$ cat src/rtl/data_axi_arbiter_pkg.sv
// Shared types and helpers for the data_axi requester arbiter.
// Build option: DATA_AXI_ARB_FIXED_PRIO_EN selects fixed priority (lowest index wins)
// instead of round-robin arbitration.
package data_axi_arbiter_pkg;

    localparam int unsigned DAX_ARB_MAX_PORTS = 8;

    // Request kind presented by the requesters and forwarded to data_axi.
    typedef enum logic {
        SINGLE_REQ     = 1'b0,
        CACHE_LINE_REQ = 1'b1
    } req_t;

    typedef enum logic [1:0] {
        IDLE     = 2'd0,
        ARB_HOLD = 2'd1,
        WAIT_RSP = 2'd2
    } dax_arb_state_t;

    // (base + off) modulo n, valid for base < n and off <= n.
    function automatic int unsigned dax_arb_wrap_add(input int unsigned base,
                                                     input int unsigned off,
                                                     input int unsigned n);
        int unsigned s;
        s = base + off;
        return (s >= n) ? (s - n) : s;
    endfunction

endpackage

$ cat src/rtl/data_axi_rr_pick.sv
// Combinational rotating-priority picker: first set request searching upward
// from ptr_i, wrapping modulo NR_PORTS. Tie ptr_i to 0 for fixed priority.
// Ports: req_i request vector, ptr_i search start,
//        gnt_o one-hot winner, idx_o winner index, valid_o any request present.
module data_axi_rr_pick
    import data_axi_arbiter_pkg::*;
#(
    parameter int unsigned NR_PORTS = 3,
    parameter int unsigned IDX_W    = 2
) (
    input  logic [NR_PORTS-1:0] req_i,
    input  logic [IDX_W-1:0]    ptr_i,
    output logic [NR_PORTS-1:0] gnt_o,
    output logic [IDX_W-1:0]    idx_o,
    output logic                valid_o
);

    // Walk the ports starting at ptr_i; the first hit wins.
    always_comb begin : pick
        int unsigned cand;
        cand    = 0;
        gnt_o   = '0;
        idx_o   = '0;
        valid_o = 1'b0;
        for (int unsigned i = 0; i < NR_PORTS; i++) begin
            cand = dax_arb_wrap_add(32'(ptr_i), i, NR_PORTS);
            if (!valid_o && req_i[IDX_W'(cand)]) begin
                valid_o               = 1'b1;
                idx_o                 = IDX_W'(cand);
                gnt_o[IDX_W'(cand)]   = 1'b1;
            end
        end
    end

endmodule

$ cat src/rtl/data_axi_arbiter.sv
// Shares one single-outstanding data_axi adapter between NR_PORTS requesters.
// The winner is locked from arbitration until its response returns; its request
// fields stay muxed onto the dax_* bus for the whole transaction.
// Build option: DATA_AXI_ARB_FIXED_PRIO_EN -> fixed priority (port 0 highest),
// otherwise round-robin starting after the last completed owner.
// Ports: clk_i/rst_i (sync, active-high); per-port req_i/type_i/addr_i/we_i/
//        wdata_i/be_i/size_i in, gnt_o/valid_o/critical_word_valid_o one-hot out;
//        rdata_o/critical_word_o broadcast; err_o sticky protocol error;
//        dax_* request fields out to data_axi and response fields in from it.
module data_axi_arbiter
    import data_axi_arbiter_pkg::*;
#(
    parameter int unsigned NR_PORTS     = 3,
    parameter int unsigned DATA_WIDTH   = 32,
    parameter int unsigned AXI_ID_WIDTH = 4
) (
    input  logic                                         clk_i,
    input  logic                                         rst_i,
    input  logic [NR_PORTS-1:0]                          req_i,
    input  req_t [NR_PORTS-1:0]                          type_i,
    input  logic [NR_PORTS-1:0][33:0]                    addr_i,
    input  logic [NR_PORTS-1:0]                          we_i,
    input  logic [NR_PORTS-1:0][DATA_WIDTH/32-1:0][31:0] wdata_i,
    input  logic [NR_PORTS-1:0][DATA_WIDTH/32-1:0][3:0]  be_i,
    input  logic [NR_PORTS-1:0][1:0]                     size_i,
    output logic [NR_PORTS-1:0]                          gnt_o,
    output logic [NR_PORTS-1:0]                          valid_o,
    output logic [DATA_WIDTH/32-1:0][31:0]               rdata_o,
    output logic [31:0]                                  critical_word_o,
    output logic [NR_PORTS-1:0]                          critical_word_valid_o,
    output logic                                         err_o,
    output logic                                         dax_req_o,
    output req_t                                         dax_type_o,
    output logic [33:0]                                  dax_addr_o,
    output logic                                         dax_we_o,
    output logic [DATA_WIDTH/32-1:0][31:0]               dax_wdata_o,
    output logic [DATA_WIDTH/32-1:0][3:0]                dax_be_o,
    output logic [1:0]                                   dax_size_o,
    output logic [AXI_ID_WIDTH-1:0]                      dax_id_o,
    input  logic                                         dax_gnt_i,
    input  logic [AXI_ID_WIDTH-1:0]                      dax_gnt_id_i,
    input  logic                                         dax_valid_i,
    input  logic [AXI_ID_WIDTH-1:0]                      dax_id_i,
    input  logic [DATA_WIDTH/32-1:0][31:0]               dax_rdata_i,
    input  logic [31:0]                                  dax_critical_word_i,
    input  logic                                         dax_critical_word_valid_i
);

    localparam int unsigned IDX_W = (NR_PORTS > 1) ? $clog2(NR_PORTS) : 1;

    dax_arb_state_t      state_q, state_d;
    logic [IDX_W-1:0]    owner_q, owner_d;
    logic                err_q, err_d;
    logic [IDX_W-1:0]    pick_ptr;
    logic [NR_PORTS-1:0] pick_gnt;
    logic [IDX_W-1:0]    pick_idx;
    logic                pick_valid;
    logic [IDX_W-1:0]    sel;

`ifdef DATA_AXI_ARB_FIXED_PRIO_EN
    assign pick_ptr = '0;
`else
    logic [IDX_W-1:0]    rr_ptr_q, rr_ptr_d;
    assign pick_ptr = rr_ptr_q;
`endif

    data_axi_rr_pick #(
        .NR_PORTS (NR_PORTS),
        .IDX_W    (IDX_W)
    ) u_pick (
        .req_i   (req_i),
        .ptr_i   (pick_ptr),
        .gnt_o   (pick_gnt),
        .idx_o   (pick_idx),
        .valid_o (pick_valid)
    );

    // State register.
    always_ff @(posedge clk_i) begin
        if (rst_i) begin
            state_q  <= IDLE;
            owner_q  <= '0;
            err_q    <= 1'b0;
`ifndef DATA_AXI_ARB_FIXED_PRIO_EN
            rr_ptr_q <= '0;
`endif
        end else begin
            state_q  <= state_d;
            owner_q  <= owner_d;
            err_q    <= err_d;
`ifndef DATA_AXI_ARB_FIXED_PRIO_EN
            rr_ptr_q <= rr_ptr_d;
`endif
        end
    end

    // Next state, lock owner, sticky protocol error and round-robin pointer.
    always_comb begin : next_state
        state_d  = state_q;
        owner_d  = owner_q;
        err_d    = err_q;
`ifndef DATA_AXI_ARB_FIXED_PRIO_EN
        rr_ptr_d = rr_ptr_q;
`endif
        unique case (state_q)
            IDLE: begin
                if (pick_valid) begin
                    owner_d = pick_idx;
                    if (dax_gnt_i) begin
                        state_d = WAIT_RSP;
                        if (dax_gnt_id_i != AXI_ID_WIDTH'(pick_idx)) err_d = 1'b1;
                    end else begin
                        state_d = ARB_HOLD;
                    end
                end
            end
            ARB_HOLD: begin
                // The owner must keep requesting until granted.
                if (!req_i[owner_q]) err_d = 1'b1;
                if (dax_gnt_i) begin
                    state_d = WAIT_RSP;
                    if (dax_gnt_id_i != AXI_ID_WIDTH'(owner_q)) err_d = 1'b1;
                end
            end
            WAIT_RSP: begin
                if (dax_valid_i) begin
                    if (dax_id_i == AXI_ID_WIDTH'(owner_q)) begin
                        state_d  = IDLE;
`ifndef DATA_AXI_ARB_FIXED_PRIO_EN
                        rr_ptr_d = IDX_W'(dax_arb_wrap_add(32'(owner_q), 1, NR_PORTS));
`endif
                    end else begin
                        err_d = 1'b1;
                    end
                end
            end
            default: state_d = IDLE;
        endcase
    end

    // Output decode; everything reads as zero while reset is asserted.
    always_comb begin : outputs
        sel                   = owner_q;
        gnt_o                 = '0;
        valid_o               = '0;
        critical_word_valid_o = '0;
        rdata_o               = '0;
        critical_word_o       = '0;
        err_o                 = 1'b0;
        dax_req_o             = 1'b0;
        dax_type_o            = SINGLE_REQ;
        dax_addr_o            = '0;
        dax_we_o              = 1'b0;
        dax_wdata_o           = '0;
        dax_be_o              = '0;
        dax_size_o            = '0;
        dax_id_o              = '0;
        if (!rst_i) begin
            err_o           = err_q;
            rdata_o         = dax_rdata_i;
            critical_word_o = dax_critical_word_i;
            // Only IDLE follows the picker; afterwards the mux is pinned to the
            // owner because data_axi keeps reading wdata/be after the grant.
            if (state_q == IDLE) sel = pick_idx;
            dax_type_o  = type_i[sel];
            dax_addr_o  = addr_i[sel];
            dax_we_o    = we_i[sel];
            dax_wdata_o = wdata_i[sel];
            dax_be_o    = be_i[sel];
            dax_size_o  = size_i[sel];
            dax_id_o    = AXI_ID_WIDTH'(sel);
            unique case (state_q)
                IDLE: begin
                    if (pick_valid) begin
                        dax_req_o = 1'b1;
                        if (dax_gnt_i) gnt_o = pick_gnt;
                    end
                end
                ARB_HOLD: begin
                    dax_req_o = 1'b1;
                    if (dax_gnt_i) gnt_o[owner_q] = 1'b1;
                end
                WAIT_RSP: begin
                    critical_word_valid_o[owner_q] = dax_critical_word_valid_i;
                    if (dax_valid_i && (dax_id_i == AXI_ID_WIDTH'(owner_q))) begin
                        valid_o[owner_q] = 1'b1;
                    end
                end
                default: ;
            endcase
        end
    end

endmodule

$ cat config.mk
export PLATFORM = sky130hd
export DESIGN_NAME = data_axi_arbiter
export DESIGN_NICKNAME = d
export VERILOG_FILES = /design/src/rtl/data_axi_arbiter_pkg.sv /design/src/rtl/data_axi_rr_pick.sv /design/src/rtl/data_axi_arbiter.sv
export SDC_FILE = /design/constraint.sdc
export NUM_CORES = 1
export LEC_CHECK = 0
export CAP_MARGIN = 10
export CORE_AREA = 2 2 178 180
export DETAILED_ROUTE_END_ITERATION = 10
export DIE_AREA = 0 0 180 182
export SETUP_SLACK_MARGIN = 0.5
export SLEW_MARGIN = 0
export SYNTH_ARGS = -nofsm -noshare
export SYNTH_HDL_FRONTEND = slang
export SYNTH_SLANG_ARGS = --single-unit
$ cat constraint.sdc
create_clock -name clk_i -period 4 [get_ports clk_i]
set_clock_uncertainty 0.2 [all_clocks]
set_input_delay 0.8 -clock clk_i [delete_from_list [all_inputs] [get_ports clk_i]]
set_output_delay 0.8 -clock clk_i [all_outputs]
set_load 0.01 [all_outputs]
# After elaboration in Yosys (flattened, before gate mapping)
# Cells that the tools add are included.
[word_totals]
word_cells = 135
inputBits = 302
ff_bits = 7
[classes]
n_lt_le_gt_ge = 13
eq_ne = 12
add_sub_neg = 7
n_reduce_logical = 15
n_mux = 81
bitwise = 3
[op_table]
columns = ["op", "n"]
rows = [
  ["32-bit 2-to-1 mux", 4],
  ["34-bit binary-select mux with 2-bit select", 1],
  ["34-bit 2-to-1 mux", 2],
  ["32-bit binary-select mux with 2-bit select", 1],
  ["3-bit 2-to-1 mux", 12],
  ["2-bit 2-to-1 mux", 17],
  ["1-bit 2-to-1 mux", 26],
  ["2-bit by 3-bit less-than comparator with 1-bit output (second input constant)", 5],
  ["2-bit inequality test (second input constant)", 7],
  ["1-bit binary-select mux with 2-bit select", 6],
  ["3-bit by 2-bit >= comparator with 1-bit output (second input constant)", 3],
  ["4-bit binary-select mux with 2-bit select", 1],
  ["1-bit demux with 2-bit select", 4],
  ["2-bit by 1-bit >= comparator with 1-bit output (second input constant)", 4],
  ["4-bit 2-to-1 mux", 2],
  ["4-bit by 2-bit inequality test with 1-bit output", 2],
  ["2-bit subtractor (second input constant)", 4],
  ["1-bit logical AND", 7],
  ["2-bit by 1-bit adder with 3-bit output (second input constant)", 2],
  ["3-bit OR", 2],
  ["2-bit case mux with 3 select lines", 1],
  ["3-bit case mux with 2 select lines", 1],
  ["6-bit AND reduction", 1],
  ["2-bit binary-select mux with 2-bit select", 1],
  ["other kinds (14)", 15],
]

# Longest topological paths before layout
[depth]
word_depth = 16
mapped_depth = 11
ltp_nobuf = 8

# Cells and area by module
# A second synthesis with hierarchy kept.
[unflattened]
cells_unflattened = 626
area_unflattened_um2 = 3717.3
[by_module_without_submodules]
columns = ["mod", "area_each_um2", "seq_area_each_um2", "cells_each", "instances"]
rows = [
  ["data_axi_arbiter", 3452.1, 140.1, 588, 1],
  ["data_axi_rr_pick", 265.3, 0.0, 38, 1],
]

# Worst setup path before layout
# Ideal clock, no wire load.
[synth_timing]
path_kind = "input port to output port"
from = "input port req_i[1]"
to = "output port dax_addr_o[0]"
t_arrival_ns = 2.408
t_required_ns = 3.000
setup_slack_ns = 0.592
stages = 8
cell_sequence = "mux2i_1 > o22ai_1 > or4_1 > o211ai_2 > and2_1 > buf_4 > buf_2 > o211ai_1"
[synth_between]
elab_chain_cells = 14
[synth_rtl]
columns = ["item", "line_no", "text"]
rows = [
  ["from (decl)", "data_axi_arbiter.sv:19", "input logic [NR_PORTS-1:0] req_i,"],
  ["1-bit binary-select mux with 2-bit select", "data_axi_rr_pick.sv:27", "if (!valid_o && req_i[IDX_W'(cand)]) begin"],
  ["1-bit 2-to-1 mux (implied by the code)", "data_axi_rr_pick.sv:27", ""],
  ["1-bit 2-to-1 mux", "data_axi_rr_pick.sv:27", ""],
  ["1-bit zero test", "data_axi_rr_pick.sv:27", ""],
  ["1-bit logical AND", "data_axi_rr_pick.sv:27", ""],
  ["1-bit 2-to-1 mux", "data_axi_rr_pick.sv:27", ""],
  ["1-bit zero test", "data_axi_rr_pick.sv:27", ""],
  ["1-bit logical AND", "data_axi_rr_pick.sv:27", ""],
  ["2-bit 2-to-1 mux (*)", "data_axi_rr_pick.sv:27", ""],
  ["2-bit 2-to-1 mux (*)", "data_axi_arbiter.sv:164", "if (state_q == IDLE) sel = pick_idx;"],
  ["2-bit 2-to-1 mux (*)", "data_axi_arbiter.sv:158", "if (!rst_i) begin"],
  ["34-bit binary-select mux with 2-bit select (*)", "data_axi_arbiter.sv:166", "dax_addr_o = addr_i[sel];"],
  ["34-bit 2-to-1 mux (implied by the code) (*)", "data_axi_arbiter.sv:166", ""],
  ["34-bit 2-to-1 mux (*)", "data_axi_arbiter.sv:158", ""],
  ["to (decl)", "data_axi_arbiter.sv:34", "output logic [33:0] dax_addr_o,"],
]
# Mark *: on every way between the ends. The rest lies on a longest branch, timed or not. The select of a mux whose other input is x is not followed.

==> impl_metrics.yaml <==
final_layout:
  drive_gt1_share_pct: 23.3
  n_antenna_cell: 0
  nets: 1356
  fill_cells: 3291
  finish.utilization_pct: 30.2
  final_cell_area_mm2: 0.00936
  area_growth_syn_to_layout_pct: 183
logic_synthesis:
  synth_ff_type: "dfxtp_1"
  synth_cell_type_count: 49
  synth_top_cell_by_area: "nand2_1"
  synth_top_area_share_pct: 18.1
  synth_seq_cells: 7
  synth_edf_count: 0
  synth_area_leaders: "nand2_1 (18%), o211ai_1 (17%), nand4_1 (14%), nor2b_1 (13%), dfxtp_1 (4.2%)"
  synthArstFlopShare_pct: 0
  synth.avg_cell_area_um2: 6.00
  synthCells: 552
  syn_area_mm2: 0.00331
  yosysSeqAreaShare_pct: 4.23
  synth_warnings: 0
power_and_ir_drop:
  power_frac_seq_pct: 5.4
  fin_total_pwr_w: 0.00152
  cellLeakagePower_nw: 3.64
  ir_drop_mv: 0.0977
  swShare_pct: 38.0
  p_clk_share_pct: 11.1
  switchingPower_w: 0.000578
  p_int_w: 0.000942
  comb_power_share_pct: 83.5
  power.density_mw_per_mm2: 162
floorplan:
  core_area_mm2: 0.0310
  die-area_mm2: 0.0328
  initial_core_util_pct: 10.7
  rows: 65
  pin_count: 455
  die_x_um: 180
  die_h_um: 182
critical_path:
  crit_top_cell: "buf_6"
  crit_chain: "ha_4 -> buf_6 -> buf_6 -> mux2i_2 -> nor3_2 -> buf_4 -> o31ai_4 -> a211oi_4 -> buf_4 -> buf_12 -> buf_12 -> buf_6 -> nand4_1 -> o211ai_1 -> buf_2"
  cpMaxStageDelayCell: "dfxtp_4"
  end_kind: "output pin"
  crit_family: "buffers and inverters"
  crit_buf_inv: 8
  crit_path_start_kind: "register"
  cp_max_fo: 6
  slowest_delay_ns: 0.35
  worstPathArrival_ns: 2.80
  timing_worst_setup_path_type: "register to output pin"
  cp.required_ns: 3.00
sta:
  period_minus_slack_ns: 3.80
  timing.fmax_mhz: 263
  setup_violations: 0
  setup_ws_ns: 0.201
  rsz0062_at_grt: "yes"
  slew_viol_final: 0
  finalCritPeriodShare_pct: 95.0
  hold_viol: 0
  max_slew_margin_pct: 56.7
  fin_tns_setup_ns: 0
  worstMarginPinSlew_ns: 0.650
cts:
  path_clk_slew_ns: 0.04
  hold_buffers: 0
  clock_latency_ns: 0.23
  cts_root_buffer: "clkbuf_16"
  clkSinkCount: 7
  clock_path_buffers: 2
  htreeDepth: 1
  cts_buffers: 3
  cts_tree: "yes"
placed_design:
  place_area_mm2: 0.00857
  place_ws_ns: -0.589
  place_congestion: 0.865
  hpwl_mm: 19.1
  numPortBuffers: 452
grt:
  grt_max_degree: 57
  antenna_found_initial: 0
  grt_pass1_wl_mm: 37.7
  grtUsageTotal_pct: 14.7
  grt_pass1_vias: 6482
  overflow: 0
routing:
  wl_per_cell_um: 18.1
  num_vias: 6268
  avgViaCountPerCell: 4.33
  firstDrtPassIters: 5
  drt_wl_total_mm: 26.1
  ant_nets: 0
  drc: 0
  drt_iter0_markers: 290
min_path:
  hp-class: "register to register"
run:
  maxCapViolCount: 0
run_status:
  status: "complete, no violations"
cell families (layout without fill, tap and decap cells):
group                      count (synthesis)  count (layout)  share of synthesized area [%]
AOI/OAI and AO/OA                        107             107                           24.3
xor gates and xnor gates                   4               4                           1.06
adders and majority gates                  8               8                           3.02
buffers and inverters                     74             566                           12.7
DFF                                        7               7                           4.23
muxes                                      9               9                           3.02
other                                      1               2                          0.113
and+or+nand+nor                          342             342                           51.5
worst register-to-register path, cell delays in order (launching register included):
cell and delay, ns:
dfxtp_2 0.31, buf_4 0.15, ha_4 0.16, mux2_4 0.33
mux2_4 0.30, buf_4 0.15, or3_4 0.39, buf_4 0.14
a21oi_1 0.13, o21ai_0 0.10, o311a_1 0.14
metal layers:
layer | GRT usage [%] | wire [um] | vias up
met2 | 27.5 | 13400 | 406
li1 | - | - | 2973
met4 | 4.36 | 851 | 0
met5 | 0 | 0 | -
met1 | 16.5 | 9770 | 2842
met3 | 3.39 | 2140 | 47
worst paths after layout:
kind | start | endpoint | slack [ns] | cells past startpoint
min reg2reg | pick_ptr[0] | pick_ptr[0] | 0.42 | 3
max reg2reg | pick_ptr[0] | err_q | 1.37 | 10
min | pick_ptr[0] | pick_ptr[0] | 0.42 | 3
max | pick_ptr[1] | dax_be_o[0] | 0.20 | 15
registers in the layout, indices dropped and copies added (netlist names):
signal and count:
owner_q 2, state_q 2, pick_ptr 2, err_q 1
cell usage after synthesis (2+ instances only):
cell type and count:
xor2_1 3, buf_2 15, a21oi_1 8, o22ai_1 2, nand4_1 74, nor4_1 2
nor3_1 3, buf_1 2, a22oi_1 2, buf_4 15, and2_1 9, o21ai_0 6
inv_1 9, clkbuf_1 23, o211ai_1 75, dfxtp_1 7, mux2i_1 6, nor2b_1 68
or3_1 4, nand2_1 160, nor2_1 16, ha_1 8, buf_6 9
power groups by stage:
stage	logic (W)	registers (W)	clock network [W]
after floorplan	0.000422	0.0000786	0
final	0.00127	0.0000814	0.000169
after global placement	0.00115	0.0000828	0
after detailed placement	0.00115	0.0000832	0
after CTS	0.00124	0.0000815	0.000172
after global routing	0.00136	0.0000823	0.000178
cells in the final DEF, fill, tap and decap left out, types with 3 or more instances in the layout:
cell             instances
and2_1                   7
nor2b_1                 66
or3_1                    3
a21oi_1                  7
o21ai_0                  4
buf_16                  13
nand2_4                 10
xor2_1                   3
dfxtp_1                  5
buf_12                  17
nand4_1                 74
buf_2                   79
buf_6                   14
mux2i_1                  3
clkdlybuf4s50_1        365
ha_1                     6
nor2_1                  14
nand2_2                 11
inv_1                    7
o211ai_1                75
clkdlybuf4s15_2          3
nor2_2                   3
nand2_1                139
buf_4                   43
clkbuf_16                7
buf_8                   12
mux2i_4                  3
through the flow:
stage               instances  hold WS, ns
floorplan                 553        0.312
global placement         1401        0.389
detailed placement       1401        0.400
CTS                      1441        0.425
global route             1447        0.463
finish                   1447        0.418
cell type report:
cell class	count	area [um^2]	area share [%]
multi-input combinational	472	3030	32.4
inverter	9	33.8	0.361
timing repair buffer	553	5570	59.5
tap	402	503	5.38
clock buffer	4	78.8	0.842
sequential	7	145	1.55
what timing repair did:
action,4_1_cts,5_1_grt
gates resized for setup,413,42
pin swaps,56,57
endpoints found under the setup margin,83,110
cloned,13,4
setup buffers,23,2
Power figures use the tool's default switching activity.
